`src/rtl/ctrl_pkg.sv`:
```
// Shared encodings for the multicycle control unit: FSM states, ALU codes,
// datapath mux selects and instruction class (Op) codes.
package ctrl_pkg;

    typedef enum logic [3:0] {
        S_FETCH    = 4'd0,
        S_DECODE   = 4'd1,
        S_MEMADR   = 4'd2,
        S_MEMRD    = 4'd3,
        S_MEMWB    = 4'd4,
        S_MEMWR    = 4'd5,
        S_EXECUTER = 4'd6,
        S_EXECUTEI = 4'd7,
        S_ALUWB    = 4'd8,
        S_BRANCH   = 4'd9
    } state_t;

    localparam logic [1:0] ALU_ADD = 2'b00;
    localparam logic [1:0] ALU_SUB = 2'b01;
    localparam logic [1:0] ALU_AND = 2'b10;
    localparam logic [1:0] ALU_ORR = 2'b11;

    localparam logic [1:0] RES_ALUOUT    = 2'b00;
    localparam logic [1:0] RES_DATA      = 2'b01;
    localparam logic [1:0] RES_ALURESULT = 2'b10;

    localparam logic [1:0] SRCB_RD2    = 2'b00;
    localparam logic [1:0] SRCB_EXTIMM = 2'b01;
    localparam logic [1:0] SRCB_FOUR   = 2'b10;

    localparam logic [1:0] OP_DP  = 2'b00;
    localparam logic [1:0] OP_MEM = 2'b01;
    localparam logic [1:0] OP_BR  = 2'b10;

endpackage

```
`src/rtl/mc_control_fsm_alu_decoder.sv`:
```
// ALU decoder: maps ALUOp and the data-processing cmd/S bits to the ALU
// operation code and the unconditioned flag-write request.
module alu_decoder
    import ctrl_pkg::*;
#(
    parameter int ALUCTRL_W = 2
) (
    input  logic                 alu_op,
    input  logic [4:0]           funct,
    output logic [ALUCTRL_W-1:0] alu_control,
    output logic [1:0]           flag_w
);

    always_comb begin
        alu_control = ALUCTRL_W'(ALU_ADD);
        flag_w      = 2'b00;
        if (alu_op) begin
            // Unsupported cmds fall through as a flagless ADD.
            case (funct[4:1])
                4'b0100: begin
                    alu_control = ALUCTRL_W'(ALU_ADD);
                    flag_w      = {funct[0], funct[0]};
                end
                4'b0010: begin
                    alu_control = ALUCTRL_W'(ALU_SUB);
                    flag_w      = {funct[0], funct[0]};
                end
                4'b0000: begin
                    alu_control = ALUCTRL_W'(ALU_AND);
                    flag_w      = {funct[0], 1'b0};
                end
                4'b1100: begin
                    alu_control = ALUCTRL_W'(ALU_ORR);
                    flag_w      = {funct[0], 1'b0};
                end
                default: begin
                    alu_control = ALUCTRL_W'(ALU_ADD);
                    flag_w      = 2'b00;
                end
            endcase
        end
    end

endmodule

```
`src/rtl/mc_control_fsm.sv`:
```
// Multicycle control front end: Moore main FSM, ALU decoder and PC-source logic.
// Enables leave here unconditioned; the downstream stage gates them with CondEx.
module mc_control_fsm
    import ctrl_pkg::*;
#(
    parameter int ALUCTRL_W   = 2,
    parameter int RESULTSRC_W = 2
) (
    input  logic                   clk,
    input  logic                   reset,
    input  logic [1:0]             Op,
    input  logic [5:0]             Funct,
    input  logic [3:0]             Rd,
    output logic                   PCS,
    output logic                   NextPC,
    output logic                   RegW,
    output logic                   MemW,
    output logic [1:0]             FlagW,
    output logic                   IRWrite,
    output logic                   AdrSrc,
    output logic [RESULTSRC_W-1:0] ResultSrc,
    output logic                   ALUSrcA,
    output logic [RESULTSRC_W-1:0] ALUSrcB,
    output logic [ALUCTRL_W-1:0]   ALUControl,
    output logic [1:0]             ImmSrc,
    output logic [1:0]             RegSrc
);

    state_t state;
    state_t dec_state;
    logic   alu_op;
    logic   branch;
    logic   reg_w;

    always_ff @(posedge clk) begin
        if (reset) begin
            state <= S_FETCH;
        end else begin
            case (state)
                S_FETCH:  state <= S_DECODE;
                S_DECODE: begin
                    case (Op)
                        OP_MEM:  state <= S_MEMADR;
                        OP_DP:   state <= Funct[5] ? S_EXECUTEI : S_EXECUTER;
                        OP_BR:   state <= S_BRANCH;
                        default: state <= S_FETCH;
                    endcase
                end
                S_MEMADR:   state <= Funct[0] ? S_MEMRD : S_MEMWR;
                S_MEMRD:    state <= S_MEMWB;
                S_MEMWB:    state <= S_FETCH;
                S_MEMWR:    state <= S_FETCH;
                S_EXECUTER: state <= S_ALUWB;
                S_EXECUTEI: state <= S_ALUWB;
                S_ALUWB:    state <= S_FETCH;
                S_BRANCH:   state <= S_FETCH;
                default:    state <= S_FETCH;
            endcase
        end
    end

    // During reset the selects look like FETCH, but every enable is held low.
    assign dec_state = reset ? S_FETCH : state;

    always_comb begin
        IRWrite   = 1'b0;
        NextPC    = 1'b0;
        reg_w     = 1'b0;
        MemW      = 1'b0;
        branch    = 1'b0;
        alu_op    = 1'b0;
        AdrSrc    = 1'b0;
        ALUSrcA   = 1'b0;
        ALUSrcB   = RESULTSRC_W'(SRCB_RD2);
        ResultSrc = RESULTSRC_W'(RES_ALUOUT);
        case (dec_state)
            S_FETCH: begin
                IRWrite   = ~reset;
                NextPC    = ~reset;
                ALUSrcA   = 1'b1;
                ALUSrcB   = RESULTSRC_W'(SRCB_FOUR);
                ResultSrc = RESULTSRC_W'(RES_ALURESULT);
            end
            S_DECODE: begin
                ALUSrcA   = 1'b1;
                ALUSrcB   = RESULTSRC_W'(SRCB_FOUR);
                ResultSrc = RESULTSRC_W'(RES_ALURESULT);
            end
            S_MEMADR: begin
                ALUSrcB = RESULTSRC_W'(SRCB_EXTIMM);
            end
            S_MEMRD: begin
                AdrSrc = 1'b1;
            end
            S_MEMWB: begin
                ResultSrc = RESULTSRC_W'(RES_DATA);
                reg_w     = 1'b1;
            end
            S_MEMWR: begin
                AdrSrc = 1'b1;
                MemW   = 1'b1;
            end
            S_EXECUTER: begin
                alu_op = 1'b1;
            end
            S_EXECUTEI: begin
                ALUSrcB = RESULTSRC_W'(SRCB_EXTIMM);
                alu_op  = 1'b1;
            end
            S_ALUWB: begin
                reg_w = 1'b1;
            end
            S_BRANCH: begin
                ALUSrcB   = RESULTSRC_W'(SRCB_EXTIMM);
                ResultSrc = RESULTSRC_W'(RES_ALURESULT);
                branch    = 1'b1;
            end
            default: begin
                IRWrite = 1'b0;
            end
        endcase
    end

    alu_decoder #(
        .ALUCTRL_W(ALUCTRL_W)
    ) u_alu_decoder (
        .alu_op      (alu_op),
        .funct       (Funct[4:0]),
        .alu_control (ALUControl),
        .flag_w      (FlagW)
    );

    assign RegW   = reg_w;
    assign PCS    = (reg_w & (Rd == 4'hF)) | branch;
    assign ImmSrc = Op;
    assign RegSrc = {(Op == OP_MEM), (Op == OP_BR)};

endmodule
```
`config.mk`:
```
export PLATFORM = sky130hd
export DESIGN_NAME = mc_control_fsm
export DESIGN_NICKNAME = d
export VERILOG_FILES = /design/src/rtl/ctrl_pkg.sv /design/src/rtl/mc_control_fsm_alu_decoder.sv /design/src/rtl/mc_control_fsm.sv
export SDC_FILE = /design/constraint.sdc
export NUM_CORES = 1
export LEC_CHECK = 0
export CAP_MARGIN = 20
export CORE_MARGIN = 5
export CORE_UTILIZATION = 35
export CTS_BUF_LIST = sky130_fd_sc_hd__clkbuf_2 sky130_fd_sc_hd__clkbuf_4 sky130_fd_sc_hd__clkbuf_8
export DETAILED_ROUTE_END_ITERATION = 12
export PLACE_DENSITY = 0.86
export SLEW_MARGIN = 20
export SYNTH_ARGS = -nofsm -noshare
export SYNTH_HDL_FRONTEND = slang
export SYNTH_HIERARCHICAL = 1
export SYNTH_SLANG_ARGS = --single-unit
```
`constraint.sdc`:
```
create_clock -name clk -period 2.07 [get_ports clk]
set_input_delay 0.5175 -clock clk [delete_from_list [all_inputs] [get_ports clk]]
set_output_delay 0.5175 -clock clk [all_outputs]
set_load 0.02 [all_outputs]
```
After elaboration in Yosys (flattened, before gate mapping)
Index checks and enable logic that the tools add are counted.
{"block": "totals", "reg_bits": 4, "in_bits": 14, "out_inout_bits": 19, "word_cells": 55}
{"block": "classes", "n_eq_ne": 20, "mux": 18, "bitwise_logic": 3, "reduce_logical": 13}
{"operator": "4-bit by 3-bit == test with 1-bit output (second input constant)", "count": 7}
{"operator": "4-bit by 2-bit == test with 1-bit output (second input constant)", "count": 5}
{"operator": "4-bit one-hot mux with 5 select lines", "count": 1}
{"operator": "4-bit == test (second input constant)", "count": 4}
{"operator": "2-bit OR reduction", "count": 7}
{"operator": "4-bit zero test", "count": 3}
{"operator": "2-bit one-hot mux with 2 select lines", "count": 3}
{"operator": "4-bit one-hot mux with 3 select lines", "count": 1}
{"operator": "4-bit by 1-bit == test with 1-bit output (second input constant)", "count": 2}
{"operator": "1-bit 2-to-1 mux", "count": 8}
{"operator": "2-bit one-hot mux with 3 select lines", "count": 1}
{"operator": "3-bit OR reduction", "count": 2}
{"operator": "2-bit 2-to-1 mux", "count": 2}
{"operator": "4-bit 2-to-1 mux", "count": 1}
{"operator": "3-bit 2-to-1 mux", "count": 1}
{"operator": "2-bit by 1-bit == test with 1-bit output (second input constant)", "count": 1}
{"operator": "2-bit == test (second input constant)", "count": 1}
{"operator": "2-bit zero test", "count": 1}
{"operator": "1-bit AND", "count": 1}
{"operator": "1-bit inverter", "count": 1}
{"operator": "1-bit bitwise OR", "count": 1}

Logic depth before layout (Yosys ltp)
Gate-level depths: netlist of run 1.
{"block": "depth", "ltp_word": 6, "depth_mapped": 5, "depth_no_buf": 4}

Modules after synthesis
Netlist of run 1, hierarchy kept.
{"module": "mc_control_fsm", "n_inst": 1, "cells_each": 55, "area_per_inst_um2": 400.4, "seq_area_each_um2": 80.1}
{"module": "alu_decoder", "n_inst": 1, "cells_each": 11, "area_per_inst_um2": 78.8, "seq_area_each_um2": 0.0}

Least setup slack after synthesis of run 1
Ideal clock, no wire load.
{"block": "synth_timing", "path_kind": "input -> output", "start": "input port reset", "end": "output port NextPC", "arrival_time_ns": 1.791, "t_required_ns": 1.553, "path_slack_ns": -0.239, "path_stages": 3, "path_buffers": 2, "path_cell_list": "buf_4 nor4b_1 buf_4"}
{"block": "synth_between", "elab_chain_len": 3, "word_cells_on_any_way": 4, "classes_between": "2 x mux; 1 x bitwise; 1 x reduce/logical"}
{"element": "start, declared", "line": "mc_control_fsm.sv:10", "source": "input logic reset,"}
{"element": "4-bit 2-to-1 mux", "line": "mc_control_fsm.sv:63", "source": "assign dec_state = reset ? S_FETCH : state;"}
{"element": "4-bit zero test"}
{"element": "1-bit 2-to-1 mux (*)"}
{"element": "end, declared", "line": "mc_control_fsm.sv:15", "source": "output logic NextPC,"}
Mark *: on every way between the ends. The rest lies on a longest branch, timed or not.

Final worst setup path of run 1
{"block": "layout_timing", "start": "input port Rd[0]", "end": "output port PCS"}
{"block": "layout_between", "elab_chain_len": 3}
{"element": "start, declared", "line": "mc_control_fsm.sv:13", "source": "input logic [3:0] Rd,"}
{"element": "4-bit == test", "line": "mc_control_fsm.sv:134", "source": "assign PCS = (reg_w & (Rd == 4'hF)) | branch;"}
{"element": "1-bit AND", "line": "mc_control_fsm.sv:134"}
{"element": "1-bit bitwise OR", "line": "mc_control_fsm.sv:134"}
{"element": "end, declared", "line": "mc_control_fsm.sv:14", "source": "output logic PCS,"}
No other way between the ends.

==> flow_metrics.py, run 1 <==
metrics = {
    "run_status": {
        "outcome": "finished with violations",
        "violations": "negative setup slack",
    },
    "global_routing": {
        "grt_pass1_vias": 628,
        "grt_max_degree": 14,
        "grt.overflow.total": 0,
        "antenna_found_initial": 0,
        "grt_pass1_wl_mm": 2.52,
        "groute.usage.overall_pct": 16.5,
    },
    "synth": {
        "yosys-top-cells-area": "dfxtp_1 17%, buf_4 9.4%, nand2b_1 6.5%, nor2b_1 5.2%, nor2_1 4.7%",
        "ys_warn_count": 6,
        "synth-seq-area-share_pct": 16.7,
        "yosys.area.top_type": "dfxtp_1",
        "synthArstFlopShare_pct": 0,
        "ys_types": 30,
        "synth_common_cells": "6 x buf_4, 6 x nor2_1, 5 x nand2b_1",
        "ys_ff_latch": 4,
        "synth_cells": 66,
        "synth_nets": 80,
        "synth_area_per_cell_um2": 7.26,
        "synth_ff_type": "dfxtp_1",
        "yosysTopAreaCellShare_pct": 16.7,
        "synth-edff-count": 0,
        "syn_area_um2": 479,
    },
    "timing": {
        "finalHoldViolations": 0,
        "finClkSkew_ps": 0.721,
        "rsz0062_at_grt": "true",
        "slew_headroom_pct": 79.7,
        "finalCritPeriodShare_pct": 101,
        "setup_viol": 1,
        "fmax_ghz": 0.477,
        "holdWs_ps": 571,
        "period_needed_ps": 2100,
        "drv_slew": 0,
        "tns_ps": -26.8,
        "timing.final.ws_setup_ps": -26.8,
        "tightest_slew_ps": 300,
    },
    "placed_design": {
        "dp_hpwl_mm": 1.26,
        "place.gp.congestion": 0.733,
        "dp_slack_ps": -867,
        "io_buffers": 32,
        "dpl_cell_area_um2": 895,
        "dp.cells": 121,
    },
    "layout": {
        "top_regs": "state x4",
        "drive_above_1_share_pct": 50.0,
        "fin_util_pct": 72.2,
        "final_cells": 125,
        "synthToLayoutAreaGrowth_pct": 96.1,
        "regMostFlops": "state",
        "largest_reg_flops": 4,
        "n_antenna_cell": 0,
        "final_area_um2": 940,
        "fin_nets": 126,
    },
    "route": {
        "dr.pass1.iters": 4,
        "post_drt_wl_per_cell_um": 13.6,
        "vias": 632,
        "drc": 0,
        "post_drt_via_cell_ratio": 5.06,
        "routed_wl_mm": 1.70,
        "drt_iter0_markers": 5,
        "antenna_left": 0,
    },
    "clocking": {
        "cts-root-buf": "clkbuf_4",
        "cts_tree": "built",
        "cts.sink_count": 4,
        "htreeDepth": 1,
        "cts_buffers": 3,
        "clk_pin_slew_ps": 40,
        "cts_buffer_depth": 2,
        "clk_latency_ps": 250,
    },
    "worst_setup_path": {
        "criticalPathCategory": "primary input to output port",
        "worstSetupStartpointType": "primary input",
        "r2r-end": "state[3]$_SDFF_PP0_",
        "rrSetupSlack_ps": 890,
        "r2r_cells": 5,
        "crit_fanout": 2,
        "arrival_ps": 1580,
        "critPathCaptureType": "output port",
        "cp.required_ps": 1550,
        "reg2reg_from": "state[1]$_SDFF_PP0_",
    },
    "floorplanning": {
        "floorplan.initialDensity_pct": 36.8,
        "die_w_um": 47,
        "num_rows": 13,
        "core_region_area_mm2": 0.00130,
        "die_h_um": 47,
        "die_area_mm2": 0.00221,
        "io_pins": 33,
    },
    "hold_path": {
        "hold_class": "flip-flop to flip-flop",
        "worstHoldStart": "state[1]$_SDFF_PP0_",
        "min_to": "state[3]$_SDFF_PP0_",
        "min_path_cells": 2,
    },
    "power": {
        "p_leak_nw": 0.394,
        "peakVddDrop_mv": 0.303,
        "power.density_mw_per_mm2": 383,
        "finalPower_mw": 0.360,
    },
    "job": {
        "drv_cap": 0,
    },
}
-- cell type report --
type,count,area (um^2)
Clock buffer,3,22.5
Sequential cell,4,82.6
Multi-Input combinational cell,52,398
Fill cell,108,362
Inverter,2,7.51
Timing Repair Buffer,49,410
Tap cell,15,18.8
-- worst max-delay path: stages --
cell and delay [ps]:
buf_6 60, nand4_1 110, or4b_4 530, a211oi_2 180, buf_4 170
-- what timing repair did --
action / in CTS / in global routing
buffers inserted: 1 / 0
resized for setup: 80 / 19
gates cloned: 0 / 0
pin swaps: 5 / 7
hold buffers: 0 / 0
setup endpoints to repair: 19 / 14
-- metal layers --
| layer | part of all wire, % | GRT usage, % |
|---|---|---|
| met5 | 0 | 0 |
| met4 | 3.0 | 13.3 |
| met3 | 8.1 | 3.07 |
| met2 | 50 | 28.5 |
| met1 | 39 | 17.2 |
-- cells in the final DEF, fill, tap and decap left out, types with 2 or more instances in the layout --
cell / n
clkdlybuf4s50_1: 4
xnor2_1: 2
clkdlybuf4s15_2: 4
buf_2: 3
nor2b_2: 2
dfxtp_1: 2
buf_6: 4
nor2_1: 6
nor4_1: 2
or3_1: 2
buf_4: 21
nand2_1: 2
nand2b_1: 4
nand3b_1: 2
dfxtp_2: 2
clkbuf_4: 3
clkbuf_2: 3
nand3_1: 2
nor2b_1: 2
o21ai_0: 3
or2_2: 2
a21oi_1: 4
a211oi_2: 2
dlygate4sd2_1: 7
-- power by group --
group | internal (mW) | switching, mW | leakage [nW] | total (mW)
combinational | 0.0850 | 0.0815 | 0.347 | 0.167
sequential | 0.0831 | 0.00546 | 0.0337 | 0.0886
clock | 0.0653 | 0.0395 | 0.0138 | 0.105
total | 0.234 | 0.126 | 0.394 | 0.360
-- how the worst max path moves through the flow --
| stage | start | to | slack [ps] |
|---|---|---|---|
| 6_report | Rd[0] | PCS | -30 |
| 5_1_grt | Rd[0] | PCS | -100 |
| 4_1_cts | Rd[3] | PCS | -90 |
| 3_5_place_dp | Rd[2] | PCS | -870 |
| 3_3_place_gp | Rd[2] | PCS | -840 |
| 2_1_floorplan | reset | FlagW[0] | 20 |
-- cells by family (layout without fill, tap and decap cells) --
kind of cell	count (synthesis)	in the layout	share of synthesized area, %
simple gates	37	37	46.5
compound gates	13	13	18.8
buf+inv	10	54	14.4
flops	4	4	16.7
xor+xnor	2	2	3.66
(Power assumes the default switching activity.)
==> run 2: changes to the inputs <==
ABC_AREA = 1   (was unset)
CORE_UTILIZATION = 36   (was 35)
PLACE_DENSITY = 0.88   (was 0.86)
clock period = 2.27 ns   (was 2.07 ns; I/O delays follow)
==> flow_metrics.py, run 2 <==
metrics = {
    "run_status": {
        "outcome": "completed",
    },
    "synth": {
        "yosys-top-cells-area": "dfxtp_1 17%, nand2_1 16%, nor2_1 13%, inv_1 12%, nand3_1 10%",
        "post-synth-top-count-cell": "nand2_1",
        "synth_cells": 92,
        "ys_types": 17,
        "synth-edff-count": 0,
        "ys_warn_count": 6,
        "yosys.area.top_type": "dfxtp_1",
        "syn_area_um2": 483,
        "synth_nets": 106,
        "synth_area_per_cell_um2": 5.25,
        "synthArstFlopShare_pct": 0,
        "yosysTopAreaCellShare_pct": 16.6,
        "ys_ff_latch": 4,
        "synth-seq-area-share_pct": 16.6,
        "synth_ff_type": "dfxtp_1",
        "synth_common_cells": "21 x nand2_1, 17 x nor2_1, 16 x inv_1",
    },
    "worst_setup_path": {
        "r2r-end": "state[2]$_SDFF_PP0_",
        "arrival_ps": 1670,
        "critPathCaptureType": "output port",
        "cp.required_ps": 1700,
        "rrSetupSlack_ps": 1120,
        "worstSetupStartpointType": "primary input",
        "reg2reg_from": "state[0]$_SDFF_PP0_",
        "cp-startpoint": "reset",
        "criticalPathCategory": "primary input to output port",
        "crit_path_end": "MemW",
        "r2r_cells": 7,
        "crit_fanout": 6,
    },
    "clocking": {
        "cts_hold_buf": 0,
        "cts.sink_count": 4,
        "htreeDepth": 1,
        "cts_buffer_depth": 2,
        "clk_latency_ps": 240,
        "cts-root-buf": "clkbuf_4",
        "cts_tree": "built",
        "clk_pin_slew_ps": 40,
        "cts_buffers": 3,
    },
    "floorplanning": {
        "num_rows": 13,
        "die_area_mm2": 0.00217,
        "io_pins": 33,
        "floorplan.initialDensity_pct": 37.6,
        "die_h_um": 46.6,
        "die_w_um": 46.6,
        "core_region_area_mm2": 0.00128,
    },
    "layout": {
        "n_antenna_cell": 0,
        "final_cells": 154,
        "final_cell_mix": "21 x nand2_1, 17 x buf_4, 15 x inv_1, 15 x nor2_1, 10 x nand3_1",
        "synthToLayoutAreaGrowth_pct": 89.6,
        "top_regs": "state x4",
        "multiInputGateArea_um2": 334,
        "largest_reg_flops": 4,
        "fillCellCount": 115,
        "final_area_um2": 916,
        "mostFrequentLayoutCell": "nand2_1",
        "fin_util_pct": 71.3,
        "final-seq-area_um2": 80.1,
        "regMostFlops": "state",
        "drive_above_1_share_pct": 31.7,
        "fin_nets": 155,
    },
    "placed_design": {
        "place.gp.congestion": 0.887,
        "dp_hpwl_mm": 1.43,
        "io_buffers": 32,
        "dp.cells": 150,
        "dpl_cell_area_um2": 901,
    },
    "route": {
        "dr.pass1.iters": 4,
        "drc": 0,
        "routed_wl_mm": 1.88,
        "drt_iter0_markers": 14,
        "vias": 748,
        "post_drt_wl_per_cell_um": 12.2,
        "antenna_left": 0,
        "post_drt_via_cell_ratio": 4.86,
    },
    "timing": {
        "drv_slew": 0,
        "finalHoldViolations": 0,
        "slew_headroom_pct": 81.0,
        "holdWs_ps": 660,
        "tightest_slew_ps": 284,
        "period_needed_ps": 2240,
        "finClkSkew_ps": 7.08,
        "setup_viol": 0,
        "finalCritPeriodShare_pct": 98.7,
        "fmax_ghz": 0.446,
    },
    "power": {
        "p_leak_nw": 0.503,
        "power.density_mw_per_mm2": 362,
        "peakVddDrop_mv": 0.365,
    },
    "global_routing": {
        "grt.overflow.total": 0,
        "grt_pass1_vias": 742,
        "antenna_found_initial": 0,
        "groute.usage.overall_pct": 20.3,
        "grt_max_degree": 7,
        "grt_pass1_wl_mm": 3.13,
    },
    "hold_path": {
        "hold_class": "flip-flop to flip-flop",
    },
    "job": {
        "drv_cap": 0,
    },
}
==> run 2: cell count changes after synthesis, sizes merged, moves of 3 or more <==
cell,delta
nand3,+9
inv,+16
nor2b,-4
nor3,-3
nor2,+15
nand2,+19
nand2b,-5
buf,-4
==> run 2: how the worst min path moves through the flow <==
stage,startpoint,to,slack [ps],depth (start not counted)
after detailed placement,state[2]$_SDFF_PP0_,state[3]$_SDFF_PP0_,630,3
after CTS,state[2]$_SDFF_PP0_,state[3]$_SDFF_PP0_,650,3
after global routing,state[2]$_SDFF_PP0_,state[3]$_SDFF_PP0_,710,3
after floorplan,state[1]$_SDFF_PP0_,state[3]$_SDFF_PP0_,550,2
final,state[2]$_SDFF_PP0_,state[3]$_SDFF_PP0_,660,3
after global placement,state[1]$_SDFF_PP0_,state[1]$_SDFF_PP0_,610,4
==> run 2: critical path, cell delays in order <==
cell and delay (ps):
dlygate4sd2_1 290, buf_4 170, inv_2 100, nand2_1 130
nor2_1 100, clkdlybuf4s15_1 310
==> run 2: what timing repair did <==
action                                 CTS  global route
setup buffers                            1             0
gates resized for setup                 57             9
setup endpoints to repair               19             7
pin swaps                                1             0
endpoints found under the hold margin    0             0
==> run 2: stage by stage <==
stage / setup slack, ps / TNS, ps / total power, mW
after global routing: -0.0736 / -0.0736 / 0.357
after detailed placement: -617 / -8430 / 0.243
after floorplan: 248 / 0 / 0.158
after global placement: -568 / -7790 / 0.239
after CTS: 31.0 / 0 / 0.330
final: 29.0 / 0 / 0.331
==> run 2: area by class of cell <==
type | count | share of cell area, %
Clock buffer | 3 | 2.46
Inverter | 18 | 7.38
Multi-Input combinational cell | 66 | 36.5
Sequential cell | 4 | 8.74
Tap cell | 15 | 2.05
Timing Repair Buffer | 48 | 42.9
==> run 2: power by group <==
| group | switching, mW | internal, mW |
|---|---|---|
| clock network | 0.0336 | 0.0595 |
| registers | 0.00786 | 0.0754 |
| logic | 0.0841 | 0.0709 |
==> run 2: cells by family (layout without fill, tap and decap cells) <==
logic type      after synthesis  after routing  synth area share (%)
simple gates                 56             56                  51.3
compound gates               10             10                  11.1
buf+inv                      22             69                  21.0
flops                         4              4                  16.6
==> run 2: routing by layer <==
metal / wire, um / vias to the layer above / global-route usage [%]
met3: 159 / 6 / 3.91
met1: 712 / 331 / 23.6
met4: 47 / 0 / 11.6
met2: 965 / 30 / 34.1
li1: - / 381 / -
met5: 0 / - / 0
==> run 3: changes to the inputs <==
ABC_AREA = 0   (was 1)
CORE_UTILIZATION = 35   (was 36)
PLACE_DENSITY = 0.86   (was 0.88)
==> flow_metrics.py, run 3 (synthesized netlist as in run 1, its figures left out) <==
metrics = {
    "layout": {
        "n_antenna_cell": 0,
        "mostFrequentLayoutCell": "buf_4",
        "regMostFlops": "state",
        "top_regs": "state x4",
        "multiInputGateArea_um2": 353,
        "final_cell_mix": "16 x buf_4, 12 x dlygate4sd2_1, 5 x nand2b_1, 5 x nor2_1, 5 x clkdlybuf4s50_1",
        "final-seq-area_um2": 81.3,
        "fin_nets": 123,
        "synthToLayoutAreaGrowth_pct": 81.5,
        "final_cells": 122,
        "fin_util_pct": 66.8,
        "drive_above_1_share_pct": 37.4,
        "fillCellCount": 134,
        "largest_reg_flops": 4,
    },
    "clocking": {
        "cts_buffers": 3,
        "cts_tree": "built",
        "cts_hold_buf": 0,
        "cts-root-buf": "clkbuf_4",
        "clk_latency_ps": 240,
        "cts.sink_count": 4,
        "htreeDepth": 1,
        "cts_buffer_depth": 2,
        "clk_pin_slew_ps": 30,
    },
    "timing": {
        "holdWs_ps": 519,
        "drv_slew": 0,
        "period_needed_ps": 2210,
        "finClkSkew_ps": 3.25,
        "fmax_ghz": 0.452,
        "rsz0062_at_grt": "false",
        "tns_ps": 0,
        "slew_headroom_pct": 82.8,
        "tightest_slew_ps": 254,
        "finalCritPeriodShare_pct": 97.5,
        "setup_viol": 0,
        "finalHoldViolations": 0,
    },
    "route": {
        "post_drt_wl_per_cell_um": 13.8,
        "vias": 645,
        "routed_wl_mm": 1.69,
        "antenna_left": 0,
        "drt_iter0_markers": 14,
        "dr.pass1.iters": 4,
        "drc": 0,
        "post_drt_via_cell_ratio": 5.29,
    },
    "worst_setup_path": {
        "critPathBufInv": 3,
        "criticalPathCategory": "primary input to output port",
        "crit_fanout": 2,
        "path_cells": "buf_2 > nand4_1 > buf_4 > a211o_2 > a211oi_2 > buf_4",
        "slowest_stage": "a211o_2",
        "rrSetupSlack_ps": 1180,
        "arrival_ps": 1650,
        "critPathCaptureType": "output port",
        "crit_top_cell": "buf_4",
        "worstSetupStartpointType": "primary input",
        "cp.required_ps": 1700,
        "slowest_delay_ps": 330,
        "path_delay_family": "compound AO/OA/AOI/OAI gates",
    },
    "placed_design": {
        "place.gp.congestion": 0.700,
        "dp_hpwl_mm": 1.29,
        "io_buffers": 32,
        "dp.cells": 118,
    },
    "floorplanning": {
        "floorplan.initialDensity_pct": 36.8,
        "die_h_um": 47,
        "die_w_um": 47,
        "die_area_mm2": 0.00221,
        "num_rows": 13,
        "core_region_area_mm2": 0.00130,
        "io_pins": 33,
    },
    "global_routing": {
        "grt_pass1_wl_mm": 2.59,
        "grt_pass1_vias": 610,
        "antenna_found_initial": 0,
        "grt.overflow.total": 0,
        "grt_max_degree": 14,
        "groute.usage.overall_pct": 17.0,
    },
    "power": {
        "peakVddDrop_mv": 0.181,
        "finalPower_mw": 0.306,
        "p_leak_nw": 0.388,
        "power.density_mw_per_mm2": 352,
    },
    "job": {
        "drv_cap": 0,
    },
    "run_status": {
        "outcome": "completed",
    },
    "hold_path": {
        "hold_class": "flip-flop to flip-flop",
    },
}
## run 3: changes by cell type in the layout (fill, tap and decap cells not counted), moves of 4 or more
cell | previous run | this run
nor2_1 | 15 | 5
nor2b_1 | 0 | 4
nand2_1 | 21 | 2
nand2b_1 | 0 | 5
inv_1 | 15 | 1
clkdlybuf4s50_1 | 9 | 5
nor2_2 | 5 | 1
nand3_1 | 10 | 2
## run 3: final timing paths
kind | endpoint | from | depth (start not counted)
max | PCS | Rd[1] | 6
min | state[3]$_SDFF_PP0_ | state[1]$_SDFF_PP0_ | 2
max reg2reg | state[1]$_SDFF_PP0_ | state[2]$_SDFF_PP0_ | 3
min reg2reg | state[3]$_SDFF_PP0_ | state[1]$_SDFF_PP0_ | 2
## run 3: worst min-delay path: stages (launching register included)
cell	delay, ps
dfxtp_1	300
nand2_1	90
a21boi_0	80
## run 3: report_power, final
part           total [mW]  switching, mW  internal (mW)
registers          0.0799        0.00421         0.0757
clock network      0.0891         0.0300         0.0592
logic               0.137         0.0689         0.0678
## run 3: timing repair
action / in CTS / in global routing
cloned: 0 / 0
setup endpoints to repair: 19 / 9
setup buffers: 1 / 0
gates resized for setup: 56 / 12
pin swaps: 5 / 4
## run 3: per-layer routing
layer	vias to the layer above	global-route usage [%]	part of all wire, %
li1	322	-	-
met1	297	16.1	34
met2	21	31.2	57
met3	5	6.90	7.7
met4	0	8.29	1.7
met5	-	0	0
## run 3: final cells by class
cell class | count | share of cell area, %
timing repair buffer | 46 | 44.5
multi-input combinational | 52 | 40.6
sequential | 4 | 9.35
clock buffer | 3 | 2.59
tap | 15 | 2.16
inverter | 2 | 0.863
## run 3: stage by stage
stage                     setup slack (ps)  cell area [um^2]
after floorplan                       76.5               492
after global placement                -715               867
after detailed placement              -789               867
after CTS                            -17.2               857
after global routing                 0.110               870
final                                 55.9               870
